--- src/rtl/bp_be_pkg.sv ---
// Shared backend writeback types: FIFO entry layout, starvation counter width and
// per-configuration register/data width lookup.
package bp_be_pkg;

    typedef enum logic [1:0] {
        e_bp_inv_cfg,
        e_bp_default_cfg
    } bp_params_e;

    localparam int reg_addr_width_gp   = 5;
    localparam int dword_width_gp      = 64;
    localparam int starve_cnt_width_gp = 8;

    typedef struct packed {
        logic [reg_addr_width_gp-1:0] addr;
        logic [dword_width_gp-1:0]    data;
    } wb_entry_s;

    // Every configuration currently shares the RV64 integer register file shape.
    function automatic int bp_reg_addr_width(bp_params_e cfg);
        case (cfg)
            e_bp_default_cfg: return reg_addr_width_gp;
            default:          return reg_addr_width_gp;
        endcase
    endfunction

    function automatic int bp_dword_width(bp_params_e cfg);
        case (cfg)
            e_bp_default_cfg: return dword_width_gp;
            default:          return dword_width_gp;
        endcase
    endfunction

endpackage

--- src/rtl/bsg_fifo_1r1w_small.sv ---
// Small in-order FIFO with valid/ready enqueue and valid/yumi dequeue.
// ready_o comes straight from a flop and is held low during reset.
module bsg_fifo_1r1w_small #(
    parameter int width_p = 8,
    parameter int els_p   = 2
) (
    input  logic               clk_i,
    input  logic               reset_i,
    input  logic               v_i,
    output logic               ready_o,
    input  logic [width_p-1:0] data_i,
    output logic               v_o,
    output logic [width_p-1:0] data_o,
    input  logic               yumi_i
);

    localparam int ptr_w_lp = (els_p > 1) ? $clog2(els_p) : 1;
    localparam int cnt_w_lp = $clog2(els_p + 1);
    localparam logic [cnt_w_lp-1:0] full_lp = cnt_w_lp'(els_p);
    localparam logic [ptr_w_lp-1:0] last_lp = ptr_w_lp'(els_p - 1);

    logic [width_p-1:0]  mem_q [els_p];
    logic [width_p-1:0]  mem_d [els_p];
    logic [ptr_w_lp-1:0] rptr_q, rptr_d, wptr_q, wptr_d;
    logic [cnt_w_lp-1:0] count_q, count_d;
    logic                ready_q, ready_d;
    logic                push, pop;

    always_comb begin
        push    = v_i & ready_q;
        pop     = yumi_i & (count_q != '0);
        mem_d   = mem_q;
        rptr_d  = rptr_q;
        wptr_d  = wptr_q;
        count_d = count_q;
        if (push) begin
            mem_d[wptr_q] = data_i;
            wptr_d        = (wptr_q == last_lp) ? '0 : wptr_q + 1'b1;
        end
        if (pop) begin
            rptr_d = (rptr_q == last_lp) ? '0 : rptr_q + 1'b1;
        end
        if (push & ~pop) count_d = count_q + 1'b1;
        else if (pop & ~push) count_d = count_q - 1'b1;
        ready_d = (count_d != full_lp);
    end

    always_ff @(posedge clk_i or negedge reset_i) begin
        if (!reset_i) begin
            rptr_q  <= '0;
            wptr_q  <= '0;
            count_q <= '0;
            ready_q <= 1'b0;
            for (int i = 0; i < els_p; i++) mem_q[i] <= '0;
        end else begin
            rptr_q  <= rptr_d;
            wptr_q  <= wptr_d;
            count_q <= count_d;
            ready_q <= ready_d;
            mem_q   <= mem_d;
        end
    end

    assign ready_o = ready_q;
    assign v_o     = (count_q != '0);
    assign data_o  = mem_q[rptr_q];

endmodule

--- src/rtl/bp_be_wb_arbiter.sv ---
// Integer register-file writeback arbiter: pipe results win, long-latency results
// queue in a 2-entry FIFO. Define BP_BE_WB_BYPASS_EN to let an isolated long result
// write in its acceptance cycle.
module bp_be_wb_arbiter
    import bp_be_pkg::*;
#(
    parameter bp_params_e bp_params_p    = e_bp_inv_cfg,
    parameter int         starve_limit_p = 8,
    localparam int reg_addr_width_p = bp_reg_addr_width(bp_params_p),
    localparam int dword_width_p    = bp_dword_width(bp_params_p)
) (
    input  logic                        clk_i,
    input  logic                        reset_i,
    input  logic                        pipe_v_i,
    input  logic [reg_addr_width_p-1:0] pipe_addr_i,
    input  logic [dword_width_p-1:0]    pipe_data_i,
    input  logic                        long_v_i,
    input  logic [reg_addr_width_p-1:0] long_addr_i,
    input  logic [dword_width_p-1:0]    long_data_i,
    output logic                        long_ready_o,
    output logic                        rd_w_v_o,
    output logic [reg_addr_width_p-1:0] rd_addr_o,
    output logic [dword_width_p-1:0]    rd_data_o,
    output logic                        pipe_stall_o
);

    localparam logic [starve_cnt_width_gp-1:0] starve_limit_lp = starve_cnt_width_gp'(starve_limit_p);

    wb_entry_s long_entry, head_entry, wr_entry;
    logic      head_v, head_yumi, push_v, sel_v, sel_head, sel_byp;
    logic [starve_cnt_width_gp-1:0] starve_q, starve_d;

    assign long_entry = '{addr: long_addr_i, data: long_data_i};

    always_comb begin
        sel_head = ~pipe_v_i & head_v;
`ifdef BP_BE_WB_BYPASS_EN
        sel_byp  = ~pipe_v_i & ~head_v & long_v_i & long_ready_o;
`else
        sel_byp  = 1'b0;
`endif
        sel_v    = pipe_v_i | sel_head | sel_byp;
        wr_entry = long_entry;
        if (pipe_v_i)    wr_entry = '{addr: pipe_addr_i, data: pipe_data_i};
        else if (head_v) wr_entry = head_entry;
        head_yumi = sel_head;
        push_v    = long_v_i & long_ready_o & ~sel_byp;
    end

    bsg_fifo_1r1w_small #(
        .width_p ($bits(wb_entry_s)),
        .els_p   (2)
    ) wb_fifo (
        .clk_i   (clk_i),
        .reset_i (reset_i),
        .v_i     (push_v),
        .ready_o (long_ready_o),
        .data_i  (long_entry),
        .v_o     (head_v),
        .data_o  (head_entry),
        .yumi_i  (head_yumi)
    );

    // Counts how long the head has been waiting behind pipe writes; saturates.
    always_comb begin
        starve_d = starve_q;
        if (~head_v | head_yumi)  starve_d = '0;
        else if (starve_q != '1)  starve_d = starve_q + 1'b1;
    end

    always_ff @(posedge clk_i or negedge reset_i) begin
        if (!reset_i) starve_q <= '0;
        else          starve_q <= starve_d;
    end

    // x0 writes are consumed silently; reset masks a pipe write that is still asserted.
    assign rd_w_v_o     = sel_v & (wr_entry.addr != '0) & reset_i;
    assign rd_addr_o    = wr_entry.addr;
    assign rd_data_o    = wr_entry.data;
    assign pipe_stall_o = (starve_q >= starve_limit_lp);

endmodule

--- config.mk ---
export PLATFORM = sky130hd
export DESIGN_NAME = bp_be_wb_arbiter
export DESIGN_NICKNAME = d
export VERILOG_FILES = /design/src/rtl/bp_be_pkg.sv /design/src/rtl/bsg_fifo_1r1w_small.sv /design/src/rtl/bp_be_wb_arbiter.sv
export SDC_FILE = /design/constraint.sdc
export NUM_CORES = 1
export LEC_CHECK = 0
export CORE_MARGIN = 2
export CORE_UTILIZATION = 25
export DETAILED_ROUTE_END_ITERATION = 7
export GPL_ROUTABILITY_DRIVEN = 0
export GPL_TIMING_DRIVEN = 1
export PLACE_DENSITY = 0.47
export SETUP_SLACK_MARGIN = 0.1
export SYNTH_ARGS = -nofsm -noshare
export SYNTH_HDL_FRONTEND = slang
export SYNTH_SLANG_ARGS = --single-unit
--- constraint.sdc ---
create_clock -name clk_i -period 2.1 [get_ports clk_i]
set_input_delay 0.42 -clock clk_i [delete_from_list [all_inputs] [get_ports clk_i]]
set_output_delay 0.42 -clock clk_i [all_outputs]
set_load 0.05 [all_outputs]
## Word-level counts from Yosys, hierarchy flattened

Index checks and enable logic that the tools add are counted.

- $add $sub $neg: 5
- Equal/unequal tests: 2
- Multiplexer cells: 14
- $lt $le $gt $ge: 4
- Reductions and logical operators: 4
- Bitwise logic cells: 16

Operators with widths:

| operator | number |
|---|---|
| two-way mux 69 bit | 6 |
| bitwise mux 138 bit | 1 |
| demux 69 bit (select 1 bit) | 1 |
| two-way mux 8 bit | 2 |
| adder 8 x 1 -> 8 bit (second input constant) | 1 |
| bitwise AND 1 bit | 8 |
| greater-or-equal comparator 8 x 4 -> 1 bit (second input constant) | 1 |
| inequality test 8 bit (second input constant) | 1 |
| nonzero test 5 bit | 1 |
| greater-or-equal comparator 2 bit (second input constant) | 2 |
| two-way mux 2 bit | 2 |
| NOT 1 bit | 4 |
| NOT 1 -> 2 bit | 2 |
| nonzero test 2 bit | 2 |
| adder 1 bit (second input constant) | 2 |
| adder 2 x 1 -> 2 bit (second input constant) | 1 |
| less-than comparator 2 x 1 -> 1 bit (second input constant) | 1 |
| two-way mux 1 bit | 2 |
| inequality test 2 bit (second input constant) | 1 |
| bitwise OR 1 bit | 2 |
| subtractor 2 x 1 -> 2 bit (second input constant) | 1 |
| logical AND 1 bit | 1 |

- Output and inout bits: 72
- Flip-flop bits (word level): 151
- Input bits: 142

## Logic depth before layout (Yosys ltp)

- Word-level depth: 9
- Depth in mapped cells: 8

## Modules after synthesis

Synthesis repeated with hierarchy kept, for this count alone.

- Cells, all modules: 680
- Area, all modules: 8471.9 um2

By module, submodules not included:

| module | cells each | times used | area an instance (um2) |
|---|---|---|---|
| bsg_fifo_1r1w_small | 398 | 1 | 6540.0 |
| bp_be_wb_arbiter | 282 | 1 | 1931.9 |

## Least setup slack after synthesis

OpenSTA, ideal clock, no wires.

- Kind: in2out
- Start point: input pipe_v_i
- End point: output rd_w_v_o
- Setup slack: -1.205 ns
- Required time: 1.680 ns
- Arrival time: 2.885 ns
- Stages on the path: 5
- Cells stage by stage: buf_6 > buf_2 > clkbuf_1 > o31ai_1 > o221a_1

- Elaborated cells on any way between the ends: 7
- Those cells by class: mux: 1; bitwise: 5; reduce/logical: 1

RTL lines:

| what | RTL line | source |
|---|---|---|
| start, declared | bp_be_wb_arbiter.sv:14 | `input logic pipe_v_i,` |
| two-way mux 69 bit | bp_be_wb_arbiter.sv:44 | `if (pipe_v_i) wr_entry = '{addr: pipe_addr_i, data: pipe_data_i};` |
| named net rd_addr_o[4] | bp_be_wb_arbiter.sv:22 | `output logic [reg_addr_width_p-1:0] rd_addr_o,` |
| nonzero test 5 bit | bp_be_wb_arbiter.sv:77 | `assign rd_w_v_o = sel_v & (wr_entry.addr != '0) & reset_i;` |
| bitwise AND 1 bit (2 in a row) | bp_be_wb_arbiter.sv:77 |  |
| end, declared | bp_be_wb_arbiter.sv:21 | `output logic rd_w_v_o,` |

The timed path passes the listed nets, and every way through them passes these cells.

## Worst setup path after layout

- Start point: register wb_fifo.count_q[1]
- End point: output rd_w_v_o

- Longest elaborated chain between the ends: 6
- Elaborated cells on any way between the ends: 8
- Those cells by class: mux: 2; bitwise: 4; reduce/logical: 2

RTL lines:

| what | RTL line | source |
|---|---|---|
| start, declared | bsg_fifo_1r1w_small.sv:25 | `logic [cnt_w_lp-1:0] count_q, count_d;` |
| start signal, assigned | bsg_fifo_1r1w_small.sv:58 | `count_q <= count_d;` |
| nonzero test 2 bit (*) | bsg_fifo_1r1w_small.sv:65 | `assign v_o = (count_q != '0);` |
| two-way mux 69 bit | bp_be_wb_arbiter.sv:45 | `else if (head_v) wr_entry = head_entry;` |
| two-way mux 69 bit | bp_be_wb_arbiter.sv:44 |  |
| nonzero test 5 bit | bp_be_wb_arbiter.sv:77 |  |
| bitwise AND 1 bit (*) (2 in a row) | bp_be_wb_arbiter.sv:77 |  |

Every way passes the cells marked *; elsewhere a longest branch is shown, timed or not.

==> metrics.txt <==
status finished with violations; failing checks negative setup slack; antenna-violating nets left 0; Yosys cell types 36; ratio of cells with drive above 1 in the final layout 49.2%; largest net degree at the start of global routing 112; Post-Synth Adder-Cell Area less than 1%; EDFF count, synth 0; Rel. slew slack 55.8%; Critical Path RT about 1.7 ns; endpoints failing setup 70; Die Y 182 um; hold crit path type in -> async; LEAKAGE 5.75 nW; wire length of the first global-routing pass roughly 35,000 um; FILL cells a little under 3,000; worst flop-to-flop path startpoint wb_fifo.count_q[1]; Startpoint Class flop; dpl ws -0.538 ns; fraction of registers with async set/reset 100%; vias in the first global route 6,597; Max Cap Violations 0; clock sinks 151; fmax 371 MHz; Syn Nets between 800 and 900; DRC 0; Switch Pwr 0.00930 W; fraction of the mapped netlist area in simple logic gates 8.94%; number of placement rows 65; skew final around 0.014 ns; Reg area between 3000 and 4000 sq um; Placed Area 12,300 sq um; routed len/inst 17.7 um; critical path's slowest cell or4_4; Final Non-Filler Cells 1,424; RSZ-0062 raised after global routing true; crit-path cells inv_2 > ha_4 > nor3b_4 > a211oi_4 > or4_4 > o221a_4 > buf_6; R2R depth 8; Initial DRC Count 212; r2r setup slk 0.06 ns; Final min period roughly 2.7 ns; Post-Synthesis Cells 743; CTS max path bufs 2; H-Tree Level Count 4; Pre-antenna DRT Iters 4; Area Growth Syn to Fin 77.7%; Hold Buf Count CTS 0; ys flop type dfrtp_1; final WL approximately 25,000 um; CP Capture Type primary output; Layout Nets 1,154; Final WS setup -0.593 ns; cell area after layout 14,000 sq um; Worst-Skew Late Latency 0.43 ns; synthesized area per cell 10.6 sq um; I/O pin count 214; switch share between 40% and 50%; yosys warns 0; Tot Pwr around 0.023 W; clock share of power roughly 14%; initial antenna violation count 0; Detail Placement HPWL approximately 14,000 um; Tcrit/Tclk final 128%; Starting Density 25.2%; CTS tree done; register area share after synthesis 47.9%; #FFs+latches synth between 150 and 200; CP Max Fanout 6; Synth Cell Area ~8000 sq um; Worst-path clk slew 0.07 ns; vias 6,556; PD cells 1650 nW/um^2; root buffer cell clkbuf_16; main combinational cell family by area after synthesis multiplexers; drt via density about 4.6; critical path arrival about 2.3 ns; placed cell count 1,354; Max rail drop VDD 0.578 mV; RR Endpoint wb_fifo.ready_o; Combinational Power Share 64.0%; GRT Util Overall 13.3%; post-synthesis mux area share 28.7%; die area 33,000 sq um; footprint of the multi-input gates between 5000 and 6000 sq um; total grt overflow 0; Sequential Power Share 22.1%; Synth Area in XOR/XNOR less than 1%; Inserted Clock Buffers 17; Int Pwr approximately 0.014 W; Max Slew Vio Count 0; Die X 182 um; post-synthesis compound-gate area fraction 9.76%; Worst Setup SP wb_fifo.count_q[1]; critical path class reg -> out; core area 31,300 sq um; Worst path max stage delay 0.55 ns; Fin. Hold Viols 0; Port Buffers 213; Core Util, Final between 40 and 50%; Worst-Margin Slew 0.663 ns
[power by group through the flow]
| stage | clock (W) | combinational (W) | sequential, W |
|---|---|---|---|
| 3_5_place_dp | 0 | 0.0123 | 0.00511 |
| 5_1_grt | 0.00344 | 0.0157 | 0.00527 |
| 3_3_place_gp | 0 | 0.0122 | 0.00506 |
| 2_1_floorplan | 0 | 0.00784 | 0.00490 |
| 4_1_cts | 0.00333 | 0.0124 | 0.00506 |
| 6_report | 0.00323 | 0.0148 | 0.00510 |
[cell usage in the layout (no fill, tap or decap), drive strengths merged, types with 2 or more instances in the layout]
master         synthesis  routed
nand2                 75      75
xnor2                  2       2
clkdlybuf4s50          0     139
inv                    6      10
clkinvlp               0       4
buf                   28     149
o21ai                 65      65
xor2                   4       4
clkbuf                26      31
mux2i                 71      71
ha                     3       3
nor2b                  4       4
nor2                  75      75
mux2                 138     138
nor3                   4       4
dfrtp                151     151
a211oi                 4       4
nor3b                  4       4
bufinv                 0       3
a21oi                 65      65
nand3                  3       3
o31ai                  3       3
[kinds of logic (layout without fill, tap and decap cells)]
logic type	after synthesis	in the layout
buffers and inverters	60	338
other	0	1
multiplexers	209	209
AND/OR/NAND/NOR	170	170
flip-flops	151	151
XOR/XNOR	6	6
AO/OA/AOI/OAI	144	144
adder cells (fa/ha/maj)	3	3
[cell type report]
class / instances / area share [%]
multi-input combinational: 532 / 36.3
timing repair buffer: 301 / 28.6
sequential: 151 / 27.0
tap: 402 / 3.59
clock buffer: 19 / 3.16
clock inverter: 12 / 1.19
inverter: 6 / 0.161
antenna: 1 / 0.0179
[through the flow]
step | TNS, ns | hold WS (ns)
2_1_floorplan | -0.486 | 0.124
3_3_place_gp | -11.07 | 0.486
3_5_place_dp | -11.63 | 0.490
4_1_cts | -33.95 | 0.146
5_1_grt | -35.19 | 0.145
6_report | -27.38 | 0.0972
[sequential cells by signal (all words and copies together) (netlist names)]
register         cells
wb_fifo.mem_q      138
starve_q             8
wb_fifo.count_q      2
wb_fifo.ready_o      1
wb_fifo.rptr_q       1
wb_fifo.wptr_q       1
[timing repair]
| item | in CTS | in global routing |
|---|---|---|
| buffers inserted | 3 | 15 |
| gates cloned | 0 | 21 |
| setup endpoints to repair | 71 | 70 |
| pin swaps | 5 | 8 |
| hold endpoints to repair | 0 | 0 |
| gates resized for setup | 16 | 127 |
[routing by layer]
layer  up-vias  wire, um  track usage, %
met5         -         0               0
met4         0       199            3.41
met3        15      1250            4.23
met2       139     12400            21.6
met1      3249     11400            17.2
li1       3153         -               -
[worst max path at each step]
stage	end	slack, ns	cells after the start
after floorplan	rd_w_v_o	-0.26	7
after global placement	rd_w_v_o	-0.51	6
after detailed placement	rd_w_v_o	-0.54	6
after CTS	rd_w_v_o	-0.64	7
after global routing	rd_w_v_o	-0.69	7
final	rd_w_v_o	-0.59	7
[critical path: cells and delay by family, from the launching register on]
family / cells / cell delay, ns
buf+inv: 2 / 0.22
flops: 1 / 0.39
simple gates: 2 / 0.77
compound gates: 2 / 0.29
fa+ha+maj: 1 / 0.18
[cell usage after synthesis (2+ instances only)]
library cell | instances | area [sq um]
a21oi_1 | 65 | 325
nand3_1 | 3 | 15.0
xnor2_1 | 2 | 17.5
dfrtp_1 | 151 | 3780
ha_1 | 3 | 37.5
nor2b_1 | 4 | 25.0
clkbuf_1 | 26 | 97.6
mux2i_1 | 71 | 711
buf_6 | 2 | 22.5
o21ai_0 | 65 | 325
buf_1 | 8 | 30.0
inv_1 | 6 | 22.5
a211oi_1 | 4 | 30.0
buf_4 | 5 | 37.5
nor3_1 | 4 | 20.0
xor2_1 | 4 | 35.0
o31ai_1 | 3 | 22.5
nand2_1 | 75 | 282
nor2_1 | 74 | 278
nor3b_1 | 2 | 15.0
buf_2 | 13 | 65.1
mux2_2 | 138 | 1550
nor3b_2 | 2 | 25.0
(Power assumes the default switching activity.)
